--- src/rtl/mem_arb_pkg.sv ---
// Types shared by the unified-memory arbiter and its starvation guard.
package mem_arb_pkg;

    typedef enum logic {
        ARB_D_PRIO  = 1'b0,
        ARB_I_FORCE = 1'b1
    } arb_state_t;

    typedef enum logic [1:0] {
        RESP_NONE = 2'd0,
        RESP_I    = 2'd1,
        RESP_D    = 2'd2
    } resp_tag_t;

endpackage

--- src/rtl/rv32i_defs.sv ---
// Memory access-mode encodings shared by the core and every memory-side block.
package rv32i_defs;

    localparam int MEMORY_MODE_WIDTH = 2;

    localparam logic [MEMORY_MODE_WIDTH-1:0] BYTE_MEMORY_MODE = 2'd0;
    localparam logic [MEMORY_MODE_WIDTH-1:0] HALF_MEMORY_MODE = 2'd1;
    localparam logic [MEMORY_MODE_WIDTH-1:0] WORD_MEMORY_MODE = 2'd2;

endpackage

--- src/rtl/mem_arbiter_if.sv ---
// Fetch port, data port and memory command bus of the unified-memory arbiter.
interface mem_arbiter_if #(
    parameter int ADDR_WIDTH = 32,
    parameter int DATA_WIDTH = 32,
    parameter int MODE_WIDTH = rv32i_defs::MEMORY_MODE_WIDTH
);
    logic                  i_req;
    logic [ADDR_WIDTH-1:0] i_addr;
    logic                  i_gnt;
    logic                  i_rvalid;
    logic [DATA_WIDTH-1:0] i_rdata;

    logic                  d_req;
    logic                  d_we;
    logic [MODE_WIDTH-1:0] d_mode;
    logic [ADDR_WIDTH-1:0] d_addr;
    logic [DATA_WIDTH-1:0] d_wdata;
    logic                  d_gnt;
    logic                  d_rvalid;
    logic [DATA_WIDTH-1:0] d_rdata;

    logic                  mem_read;
    logic                  mem_write;
    logic [MODE_WIDTH-1:0] mem_mode;
    logic [ADDR_WIDTH-1:0] mem_addr;
    logic [DATA_WIDTH-1:0] mem_wdata;
    logic [DATA_WIDTH-1:0] mem_rdata;

    // Requesters plus memory: drives requests and read data.
    modport master (
        output i_req, i_addr, d_req, d_we, d_mode, d_addr, d_wdata, mem_rdata,
        input  i_gnt, i_rvalid, i_rdata, d_gnt, d_rvalid, d_rdata,
        input  mem_read, mem_write, mem_mode, mem_addr, mem_wdata
    );

    modport slave (
        input  i_req, i_addr, d_req, d_we, d_mode, d_addr, d_wdata, mem_rdata,
        output i_gnt, i_rvalid, i_rdata, d_gnt, d_rvalid, d_rdata,
        output mem_read, mem_write, mem_mode, mem_addr, mem_wdata
    );
endinterface

--- src/rtl/mem_arb_starve_ctr.sv ---
// Fetch starvation guard: counts denied fetch cycles and forces one fetch grant
// through after MAX_WAIT of them.
module mem_arb_starve_ctr
    import mem_arb_pkg::*;
#(
    parameter int MAX_WAIT = 4
) (
    input  logic clk,
    input  logic rst,
    input  logic i_req_i,
    input  logic i_gnt_i,
    output logic force_o
);
    localparam int CW = $clog2(MAX_WAIT + 1);
    localparam logic [CW-1:0] WAIT_MAX = CW'(MAX_WAIT);

    arb_state_t    state_q;
    logic [CW-1:0] wait_cnt_q;
    logic          force_q;

    always_ff @(posedge clk) begin
        if (rst) begin
            state_q    <= ARB_D_PRIO;
            wait_cnt_q <= '0;
            force_q    <= 1'b0;
        end else begin
            if (!i_req_i || i_gnt_i)
                wait_cnt_q <= '0;
            else if (wait_cnt_q != WAIT_MAX)
                wait_cnt_q <= wait_cnt_q + 1'b1;

            case (state_q)
                ARB_D_PRIO: begin
                    if (wait_cnt_q == WAIT_MAX) begin
                        state_q <= ARB_I_FORCE;
                        force_q <= 1'b1;
                    end
                end
                ARB_I_FORCE: begin
                    // Exactly one cycle of fetch priority per expiry.
                    state_q <= ARB_D_PRIO;
                    force_q <= 1'b0;
                end
                default: begin
                    state_q <= ARB_D_PRIO;
                    force_q <= 1'b0;
                end
            endcase
        end
    end

    assign force_o = force_q;
endmodule

--- src/rtl/mem_arbiter.sv ---
// Shares one single-ported memory between instruction fetch and data load/store.
// Optional fetch starvation guard: define MEM_ARB_STARVE_GUARD_EN.
module mem_arbiter
    import rv32i_defs::*;
    import mem_arb_pkg::*;
#(
    parameter int ADDR_WIDTH = 32,
    parameter int DATA_WIDTH = 32,
    parameter int MODE_WIDTH = MEMORY_MODE_WIDTH,
    parameter int MAX_WAIT   = 4
) (
    input  logic         clk,
    input  logic         rst,
    mem_arbiter_if.slave bus
);
    localparam logic [MODE_WIDTH-1:0] MODE_WORD = MODE_WIDTH'(WORD_MEMORY_MODE);

    if (MAX_WAIT < 1) begin : g_bad_max_wait
        $error("mem_arbiter: MAX_WAIT must be >= 1");
    end

    logic force_i;
    logic i_gnt, d_gnt;

`ifdef MEM_ARB_STARVE_GUARD_EN
    mem_arb_starve_ctr #(.MAX_WAIT(MAX_WAIT)) u_starve (
        .clk     (clk),
        .rst     (rst),
        .i_req_i (bus.i_req),
        .i_gnt_i (i_gnt),
        .force_o (force_i)
    );
`else
    assign force_i = 1'b0;
`endif

    always_comb begin
        i_gnt = 1'b0;
        d_gnt = 1'b0;
        if (!rst) begin
            if (force_i) begin
                if (bus.i_req)      i_gnt = 1'b1;
                else if (bus.d_req) d_gnt = 1'b1;
            end else begin
                if (bus.d_req)      d_gnt = 1'b1;
                else if (bus.i_req) i_gnt = 1'b1;
            end
        end
    end

    logic                  mem_read_d,  mem_read_q;
    logic                  mem_write_d, mem_write_q;
    logic [MODE_WIDTH-1:0] mem_mode_d,  mem_mode_q;
    logic [ADDR_WIDTH-1:0] mem_addr_d,  mem_addr_q;
    logic [DATA_WIDTH-1:0] mem_wdata_d, mem_wdata_q;
    resp_tag_t             cmd_tag_d,   cmd_tag_q;
    resp_tag_t             resp_d,      resp_q;

    always_comb begin
        mem_read_d  = 1'b0;
        mem_write_d = 1'b0;
        mem_mode_d  = mem_mode_q;
        mem_addr_d  = mem_addr_q;
        mem_wdata_d = mem_wdata_q;
        cmd_tag_d   = cmd_tag_q;
        if (d_gnt) begin
            mem_read_d  = !bus.d_we;
            mem_write_d = bus.d_we;
            mem_mode_d  = bus.d_mode;
            mem_addr_d  = bus.d_addr;
            mem_wdata_d = bus.d_wdata;
            cmd_tag_d   = RESP_D;
        end else if (i_gnt) begin
            mem_read_d  = 1'b1;
            mem_mode_d  = MODE_WORD;
            mem_addr_d  = bus.i_addr;
            cmd_tag_d   = RESP_I;
        end
        // Memory returns data the cycle after it samples mem_read.
        resp_d = mem_read_q ? cmd_tag_q : RESP_NONE;
    end

    always_ff @(posedge clk) begin
        if (rst) begin
            mem_read_q  <= 1'b0;
            mem_write_q <= 1'b0;
            mem_mode_q  <= MODE_WORD;
            mem_addr_q  <= '0;
            mem_wdata_q <= '0;
            cmd_tag_q   <= RESP_NONE;
            resp_q      <= RESP_NONE;
        end else begin
            mem_read_q  <= mem_read_d;
            mem_write_q <= mem_write_d;
            mem_mode_q  <= mem_mode_d;
            mem_addr_q  <= mem_addr_d;
            mem_wdata_q <= mem_wdata_d;
            cmd_tag_q   <= cmd_tag_d;
            resp_q      <= resp_d;
        end
    end

    assign bus.i_gnt     = i_gnt;
    assign bus.d_gnt     = d_gnt;
    assign bus.mem_read  = mem_read_q;
    assign bus.mem_write = mem_write_q;
    assign bus.mem_mode  = mem_mode_q;
    assign bus.mem_addr  = mem_addr_q;
    assign bus.mem_wdata = mem_wdata_q;
    assign bus.i_rvalid  = (resp_q == RESP_I);
    assign bus.d_rvalid  = (resp_q == RESP_D);
    assign bus.i_rdata   = bus.mem_rdata;
    assign bus.d_rdata   = bus.mem_rdata;
endmodule

--- src/flat_wrapper.sv ---
// flat-port wrapper written by rule: the top's interface ports become plain ports
module mem_arbiter_flat import rv32i_defs::*; import mem_arb_pkg::*;
#(
    parameter int ADDR_WIDTH = 32,
    parameter int DATA_WIDTH = 32,
    parameter int MODE_WIDTH = MEMORY_MODE_WIDTH,
    parameter int MAX_WAIT   = 4
)
  (clk, rst, bus_i_req, bus_i_addr, bus_d_req, bus_d_we, bus_d_mode, bus_d_addr, bus_d_wdata, bus_mem_rdata, bus_i_gnt, bus_i_rvalid, bus_i_rdata, bus_d_gnt, bus_d_rvalid, bus_d_rdata, bus_mem_read, bus_mem_write, bus_mem_mode, bus_mem_addr, bus_mem_wdata);
  mem_arbiter_if #(.ADDR_WIDTH(ADDR_WIDTH), .DATA_WIDTH(DATA_WIDTH), .MODE_WIDTH(MODE_WIDTH)) bus_i ();
  input  logic clk;
  input  logic rst;
  input wire logic [$bits(bus_i.i_req)-1:0] bus_i_req;
  input wire logic [$bits(bus_i.i_addr)-1:0] bus_i_addr;
  input wire logic [$bits(bus_i.d_req)-1:0] bus_d_req;
  input wire logic [$bits(bus_i.d_we)-1:0] bus_d_we;
  input wire logic [$bits(bus_i.d_mode)-1:0] bus_d_mode;
  input wire logic [$bits(bus_i.d_addr)-1:0] bus_d_addr;
  input wire logic [$bits(bus_i.d_wdata)-1:0] bus_d_wdata;
  input wire logic [$bits(bus_i.mem_rdata)-1:0] bus_mem_rdata;
  output wire logic [$bits(bus_i.i_gnt)-1:0] bus_i_gnt;
  output wire logic [$bits(bus_i.i_rvalid)-1:0] bus_i_rvalid;
  output wire logic [$bits(bus_i.i_rdata)-1:0] bus_i_rdata;
  output wire logic [$bits(bus_i.d_gnt)-1:0] bus_d_gnt;
  output wire logic [$bits(bus_i.d_rvalid)-1:0] bus_d_rvalid;
  output wire logic [$bits(bus_i.d_rdata)-1:0] bus_d_rdata;
  output wire logic [$bits(bus_i.mem_read)-1:0] bus_mem_read;
  output wire logic [$bits(bus_i.mem_write)-1:0] bus_mem_write;
  output wire logic [$bits(bus_i.mem_mode)-1:0] bus_mem_mode;
  output wire logic [$bits(bus_i.mem_addr)-1:0] bus_mem_addr;
  output wire logic [$bits(bus_i.mem_wdata)-1:0] bus_mem_wdata;
  assign bus_i.i_req = bus_i_req;
  assign bus_i.i_addr = bus_i_addr;
  assign bus_i.d_req = bus_d_req;
  assign bus_i.d_we = bus_d_we;
  assign bus_i.d_mode = bus_d_mode;
  assign bus_i.d_addr = bus_d_addr;
  assign bus_i.d_wdata = bus_d_wdata;
  assign bus_i.mem_rdata = bus_mem_rdata;
  assign bus_i_gnt = bus_i.i_gnt;
  assign bus_i_rvalid = bus_i.i_rvalid;
  assign bus_i_rdata = bus_i.i_rdata;
  assign bus_d_gnt = bus_i.d_gnt;
  assign bus_d_rvalid = bus_i.d_rvalid;
  assign bus_d_rdata = bus_i.d_rdata;
  assign bus_mem_read = bus_i.mem_read;
  assign bus_mem_write = bus_i.mem_write;
  assign bus_mem_mode = bus_i.mem_mode;
  assign bus_mem_addr = bus_i.mem_addr;
  assign bus_mem_wdata = bus_i.mem_wdata;
  mem_arbiter #(.ADDR_WIDTH(ADDR_WIDTH), .DATA_WIDTH(DATA_WIDTH), .MODE_WIDTH(MODE_WIDTH), .MAX_WAIT(MAX_WAIT)) u_core (.clk(clk), .rst(rst), .bus(bus_i));
endmodule
--- config.mk ---
export PLATFORM = sky130hd
export DESIGN_NAME = mem_arbiter_flat
export DESIGN_NICKNAME = d
export VERILOG_FILES = /design/src/rtl/mem_arb_pkg.sv /design/src/rtl/rv32i_defs.sv /design/src/rtl/mem_arbiter_if.sv /design/src/rtl/mem_arb_starve_ctr.sv /design/src/rtl/mem_arbiter.sv /design/src/flat_wrapper.sv
export SDC_FILE = /design/constraint.sdc
export NUM_CORES = 1
export LEC_CHECK = 0
export CAP_MARGIN = 20
export CORE_AREA = 2 2 106 108
export CTS_BUF_LIST = sky130_fd_sc_hd__clkbuf_8
export CTS_CLUSTER_DIAMETER = 50
export DETAILED_ROUTE_END_ITERATION = 8
export DIE_AREA = 0 0 108 110
export PLACE_DENSITY = 0.78
export SLEW_MARGIN = 20
export SYNTH_ARGS = -nofsm -noshare
export SYNTH_HDL_FRONTEND = slang
export SYNTH_HIERARCHICAL = 1
export SYNTH_SLANG_ARGS = --single-unit
--- constraint.sdc ---
create_clock -name clk -period 1 [get_ports clk]
set_clock_uncertainty 0.1 [all_clocks]
set_input_delay 0.1 -clock clk [delete_from_list [all_inputs] [get_ports clk]]
set_output_delay 0.1 -clock clk [all_outputs]
set_load 0.005 [all_outputs]
# ---- Yosys cells after proc, flatten, opt, wreduce, memory -nomap -nowiden
# Index checks and enable logic that the tools add are counted.
dict set report word_totals {
  register_bits 72
  inputBits 135
  wordCells 30
}
dict set report classes {
  eq_ne 2
  n_mux 13
  bitwise 2
  reduce_logical 5
}
# cell n
set op_table {}
lappend op_table {{$mux 32} 2}
lappend op_table {{$mux 2} 4}
lappend op_table {{$mux 1} 7}
lappend op_table {{$reduce_or 2->1} 3}
lappend op_table {{$eq 2x1->1 const B} 1}
lappend op_table {{$eq 2x2->1 const B} 1}
lappend op_table {{$not 1->1} 2}
lappend op_table {{$reduce_bool 2->1} 1}
lappend op_table {{$logic_not 1->1} 1}

# ---- Longest topological paths before layout
# Gate-level depths: netlist (run 1).
dict set report logic_depth {
  word_depth 5
  mapped_depth 4
  depth_no_buf 2
}

# ---- Least setup slack after synthesis (run 1)
# Ideal clock, no wire load.
dict set report synth_path {
  path_kind {reg-to-reg}
  from {register u_core/bus.mem_mode[0] (netlist name)}
  to {register u_core.mem_mode_q[0], in the netlist u_core/bus.mem_mode[0]}
  setup_time_ns 0.070
  arrival_time_ns 0.770
  t_required_ns 0.830
  path_slack_ns 0.060
  stages_incl_launch_ff 3
  period_less_slack_ns 0.940
  path_cell_list {dfxtp_1 > or3b_1 > a21oi_1}
}
# element line
set synth_lines {}
lappend synth_lines {{end signal: assignment} mem_arbiter.sv:95} ;# mem_mode_q <= mem_mode_d;
lappend synth_lines {{end: declaration} mem_arbiter.sv:53} ;# logic [MODE_WIDTH-1:0] mem_mode_d, mem_mode_q;

# ---- Final worst setup path (run 1)
dict set report layout_path {
  from {register u_core.resp_q[0]}
  to {output bus_i_rvalid}
}
dict set report layout_via {
  elab_chain_len 1
}
# element line
set layout_lines {}
lappend layout_lines {{start: declaration} mem_arbiter.sv:57} ;# resp_tag_t resp_d, resp_q;
lappend layout_lines {{start signal: assignment} mem_arbiter.sv:99} ;# resp_q <= resp_d;
lappend layout_lines {{$eq 2x1->1} mem_arbiter.sv:110} ;# assign bus.i_rvalid = (resp_q == RESP_I);
lappend layout_lines {{end: declaration} flat_wrapper.sv:22} ;# output wire logic [$bits(bus_i.i_rvalid)-1:0] bus_i_rvalid;
# Every way passes these cells.

==> metrics.md, run 1 <==
| Metric | Value |
|---|---|
| Status | finished with violations |
| Violated checks | setup timing |
| Synth Instances | 339 |
| PwrDens | 1370 nW/um2 |
| RSZ-0062 raised after global routing | yes |
| # setup viols final | 2 |
| Design area | 5120 um2 |
| Crit path DAT | 0.94 ns |
| Final worst-path cycle share | 1.14 |
| Ant diodes | 0 |
| GPL Wtd Cong | 0.693 |
| Synth top area cells | dfxtp_1 42%, mux2i_1 19%, buf_4 15% |
| Vias per inst | 4.53 |
| Global-route wire length before repair | 13,100 um |
| Worst Setup End Kind | output pin |
| Vias in the first global route | 2,739 |
| Largest net degree at the start of global routing | 40 |
| DRC | 0 |
| Final ANT Viol Nets | 0 |
| Sequential fraction of the synthesis area | 0.425 |
| CTS tree | yes |
| Total chip power | 7.01 mW |
| # Max-Cap Violations | 0 |
| Root buf cell | clkbuf_8 |
| Num CTS Buffers | 9 |
| Dpl hpwl | 6680 um |
| Initial antenna violation count | 0 |
| Tmin final | 1.14 ns |
| P_leak | 2.29 nW |
| Async SR Flop Fraction | 0 |
| Top-area cell type share of the netlist area | 0.425 |
| # port buffers | 174 |
| Tightest Hold Check Type | input port to register |
| Post-Syn Nets | 474 |
| Layout cell share with drive strength beyond 1 | 0.399 |
| Syn Area/Cell | 10.0 um2 |
| I/O pin cnt | 271 |
| Clock-pin slew on the worst setup and hold paths | 0.08 ns |
| DP Area | 4830 um2 |
| DR pass1 iterations | 4 |
| Die Y | 110 um |
| Global route overflow | 0 |
| DR WL/cell | 14.7 um |
| Crit-path max FO | 2 |
| Synth cell types | 20 |
| TritonCTS Sinks | 72 |
| Syn. warnings | 6 |
| Fin. max-slew vios | 0 |
| Area Growth Syn to Fin | 50.8% |
| Worst endpoint required time | 0.80 ns |
| Mapped cell area | 3390 um2 |
| Hold Vio Cnt, Final | 0 |
| Most used DFF post-synth | dfxtp_1 |
| Total GRT Usage | 0.139 |
| Die span in x | 108 um |
| Number of synthesized flops with an enable pin | 0 |
| Num rows | 38 |
| Synth top cells by count | 72 x dfxtp_1, 69 x buf_4, 64 x mux2i_1 |
| Slew margin rel. | 0.732 |
| Worst-Margin Slew | 0.401 ns |
| DR iter-0 viols | 65 |
| Core area | 10,700 um2 |
| Post-Route WL | 8950 um |
| Final #Nets | 599 |
| Initial Utilization | 0.317 |
| Count leader, synth | dfxtp_1 |
| Worst-skew pair later-pin latency | 0.32 ns |
| Worst Path Class, Setup | register to output pin |
| WHS | 0.0661 ns |
| Die area | 11,900 um2 |
| CP startpoint kind | register |
| H-tree depth | 3 |
| Synth area leader | dfxtp_1 |
| Yosys reg bits | 72 |
| Via count | 2,759 |
| Peak VDD IR | 669 uV |
| Final Util | 0.479 |
| Deepest clock path buffer count | 2 |
| Maximum clock frequency | 879 MHz |
| Final WS setup | -0.137 ns |
==> layout make-up <==
type / count / area, um2
clock buffers: 10 / 138
clock inverters: 6 / 76.3
fillers: 1028 / 5580
inverters: 1 / 3.75
multi-input cells: 179 / 1350
flip-flops and latches: 72 / 1530
well taps: 140 / 175
repair buffers: 201 / 1850
==> metal layers <==
metal  share of wire  track usage  vias to the layer above
met2            0.50        0.248                      150
met4           0.013       0.0412                        0
met5               0            0                        -
met3           0.095       0.0517                       11
li1                -            -                     1329
met1            0.39        0.155                     1269
==> cells by family after synthesis <==
| family | after synthesis | share of synthesized area |
|---|---|---|
| buf+inv | 88 | 0.187 |
| flops | 72 | 0.425 |
| mux | 64 | 0.189 |
| simple gates | 79 | 0.122 |
| compound gates | 36 | 0.0781 |
==> registers in the layout, summed over array words and instances (netlist names) <==
register              count
u_core/bus.mem_addr      32
u_core/bus.mem_wdata     32
u_core/bus.mem_mode       2
u_core/cmd_tag_q          2
u_core/resp_q             2
u_core/bus.mem_read       1
u_core/bus.mem_write      1
==> worst max-delay path, stage by stage (launching register included) <==
cell     delay, ns
dfxtp_2       0.36
nor2b_4       0.14
buf_2         0.12
==> path summary, 6_finish.rpt <==
path                     startpoint                     end  slack, ns  cells past startpoint
min                             rst    u_core/bus.mem_write       0.07                      3
min reg2reg     u_core/cmd_tag_q[1]     u_core/cmd_tag_q[1]       0.37                      2
max reg2reg  u_core/bus.mem_mode[0]  u_core/bus.mem_mode[0]       0.04                      2
max                u_core/resp_q[0]            bus_i_rvalid      -0.14                      2
==> where the power goes <==
part	switching [mW]	leakage, nW	total [mW]	internal, mW
logic	0.456	1.55	1.34	0.880
clock network	1.02	0.120	2.47	1.44
registers	0.115	0.618	3.21	3.09
total	1.59	2.29	7.01	5.42
==> cells in the final DEF (no fill, tap or decap), drive strengths merged, types with 2 or more instances in the layout <==
cell type,instances
a21oi,2
a211oi,33
inv,4
dfxtp,72
mux2i,64
bufinv,2
nor2,34
clkbuf,10
nor3,2
dlygate4sd2,2
clkdlybuf4s50,99
and3b,2
nor2b,36
buf,99
==> per-stage QoR <==
step | instances | TNS, ns | setup WS [ns]
floorplan | 339 | 0 | 0.0597
global placement | 585 | -9.57 | -0.340
detailed placement | 585 | -11.31 | -0.301
CTS | 607 | -0.307 | -0.150
global route | 609 | -1.08 | -0.185
finish | 609 | -0.246 | -0.137
==> what timing repair did <==
item	in CTS	in global routing
hold buffers	1	0
endpoints found under the setup margin	72	70
setup buffers	5	3
pin swaps	0	2
hold endpoints to repair	2	0
gates resized for setup	358	39
Note: power is estimated with default switching activity, not from simulation.
==> inputs of run 2 (changes only) <==
- TNS_END_PERCENT: unset -> 100
- clock period: 1 -> 1.3 ns (I/O delays scaled with it)
==> run 2 against run 1 <==
  * The run now ends clean
  * Critical path depth did not move
  * Sequential share of layout area fell by 0.36 points
  * First-iteration DRC count rose by 82%
  * Die area did not move
  * Sequential cell count did not move
  * Global-route usage rose by 0.87 points
  * Via count fell by 2.0%
  * Sequential power fell by 24%
==> metrics.md, run 2 (synthesized netlist as in run 1, its figures left out) <==
| Metric | Value |
|---|---|
| Status | completed |
| Global-route wire length before repair | 13,600 um |
| # port buffers | 174 |
| Area Growth Syn to Fin | 46.4% |
| Worst Path Class, Setup | register to output pin |
| Min-delay src | rst |
| Hold buffers post-CTS | 0 |
| Commonest non-fill, non-tap cell in the layout | clkdlybuf4s50_1 |
| PwrDens | 1090 nW/um2 |
| Num CTS Buffers | 9 |
| Hold Path End | u_core/bus.mem_wdata[28] |
| Vias in the first global route | 2,796 |
| # Max-Cap Violations | 0 |
| TritonCTS Sinks | 72 |
| Clock share of power | 0.380 |
| P_leak | 2.29 nW |
| DRC | 0 |
| Reg2Reg Setup Slack | 0.33 ns |
| Largest net degree at the start of global routing | 42 |
| RSZ-0062 raised after global routing | no |
| I/O pin cnt | 271 |
| Vias per inst | 4.55 |
| Layout Cells excl Fill | 594 |
| DR WL/cell | 15.2 um |
| Die span in x | 108 um |
| Global route overflow | 0 |
| Worst-skew pair later-pin latency | 0.34 ns |
| Num rows | 38 |
| Post-Route WL | 9010 um |
| P_int | 4.19 mW |
| Final worst-path cycle share | 0.951 |
| Reg2Reg Capture Point | u_core/bus.mem_mode[0] |
| DP Area | 4780 um2 |
| Sum Neg Setup Slack | 0 ns |
| Ant diodes | 0 |
| Tmin final | 1.24 ns |
| R2R depth | 2 |
| CTS tree | yes |
| Root buf cell | clkbuf_8 |
| Worst endpoint required time | 1.07 ns |
| Cells on Worst Hold Path | 3 |
| Maximum clock frequency | 809 MHz |
| Fin. max-slew vios | 0 |
| CP startpoint kind | register |
| Hold Vio Cnt, Final | 0 |
| Layout cell share with drive strength beyond 1 | 0.121 |
| # setup viols final | 0 |
| Net Sw Frac | 0.228 |
| Combinational Power Share | 0.173 |
| Reg2reg start | u_core/bus.mem_mode[0] |
| Final ANT Viol Nets | 0 |
| Design area | 4970 um2 |
| Crit-path max FO | 2 |
| Initial antenna violation count | 0 |
| GPL Wtd Cong | 0.708 |
| Clock-pin slew on the worst setup and hold paths | 0.07 ns |
| Slew margin rel. | 0.697 |
| Dpl hpwl | 6650 um |
| Worst-Margin Slew | 0.455 ns |
| Tightest Hold Check Type | input port to register |
| Commonest cells after routing, fill and taps aside | 100 x clkdlybuf4s50_1, 68 x dlygate4sd2_1, 64 x mux2i_1, 52 x dfxtp_1, 35 x nor2b_1 |
| H-tree depth | 3 |
| Deepest clock path buffer count | 2 |
| Sequential fraction of design power | 0.447 |
| Inst Count DP | 578 |
| Crit path DAT | 1.01 ns |
| Total GRT Usage | 0.148 |
| Die Y | 110 um |
| Die area | 11,900 um2 |
| DR pass1 iterations | 4 |
| Worst Setup End Kind | output pin |
| Peak VDD IR | 460 uV |
| Via count | 2,703 |
| NetSw | 1.24 mW |
| Final #Nets | 584 |
| DR iter-0 viols | 118 |
| Initial Utilization | 0.317 |
| Core area | 10,700 um2 |
==> run 2: final cells by class <==
cell class / instances / area [um2]
sequential: 72 / 1470
tap: 140 / 175
fill: 1053 / 5730
clock inverter: 4 / 75.1
multi-input combinational: 179 / 1330
inverter: 1 / 3.75
timing repair buffer: 186 / 1750
clock buffer: 12 / 165
==> run 2: how the worst max path moves through the flow <==
stage,from,to,slack [ns],depth (start not counted)
global placement,rst,bus_i_gnt,-0.13,3
finish,u_core/resp_q[0],bus_i_rvalid,0.06,2
global route,u_core/resp_q[0],bus_i_rvalid,0.0004,2
detailed placement,rst,bus_i_gnt,-0.08,3
CTS,u_core/resp_q[0],bus_i_rvalid,-0.03,2
floorplan,bus_d_req,u_core/bus.mem_addr[0],0.35,4
==> run 2: critical path, cell delays in order, from the launching register on <==
cell	delay, ns
dfxtp_2	0.33
nor2b_4	0.14
clkdlybuf4s15_1	0.21
==> run 2: metrics by stage <==
stage	hold slack [ns]	setup slack (ns)	power, mW	utilization
2_1_floorplan	0.130	0.350	3.00	-
3_5_place_dp	0.160	-0.0752	3.51	0.447
3_3_place_gp	0.160	-0.130	3.49	0.447
6_report	0.0481	0.0635	5.43	0.465
5_1_grt	0.0519	0.000416	5.71	0.465
4_1_cts	0.0353	-0.0274	5.53	0.464
==> run 2: layer usage <==
| layer | up-vias | share of wire | track usage |
|---|---|---|---|
| met4 | 0 | 0.013 | 0.0531 |
| met2 | 144 | 0.50 | 0.270 |
| met1 | 1244 | 0.38 | 0.154 |
| met3 | 12 | 0.11 | 0.0588 |
| li1 | 1303 | - | - |
| met5 | - | 0 | 0 |
==> run 2: power by group through the flow <==
stage	logic (mW)	clock network, mW	registers, mW
after floorplan	0.521	0	2.48
after global placement	1.02	0	2.47
after detailed placement	1.04	0	2.47
after CTS	0.950	2.15	2.43
after global routing	1.02	2.24	2.44
final	0.937	2.06	2.43
==> run 2: timing repair <==
item,in CTS,in global routing
hold endpoints to repair,0,0
buffers inserted,0,0
gates resized for setup,91,6
pin swaps,0,0
endpoints found under the setup margin,71,3
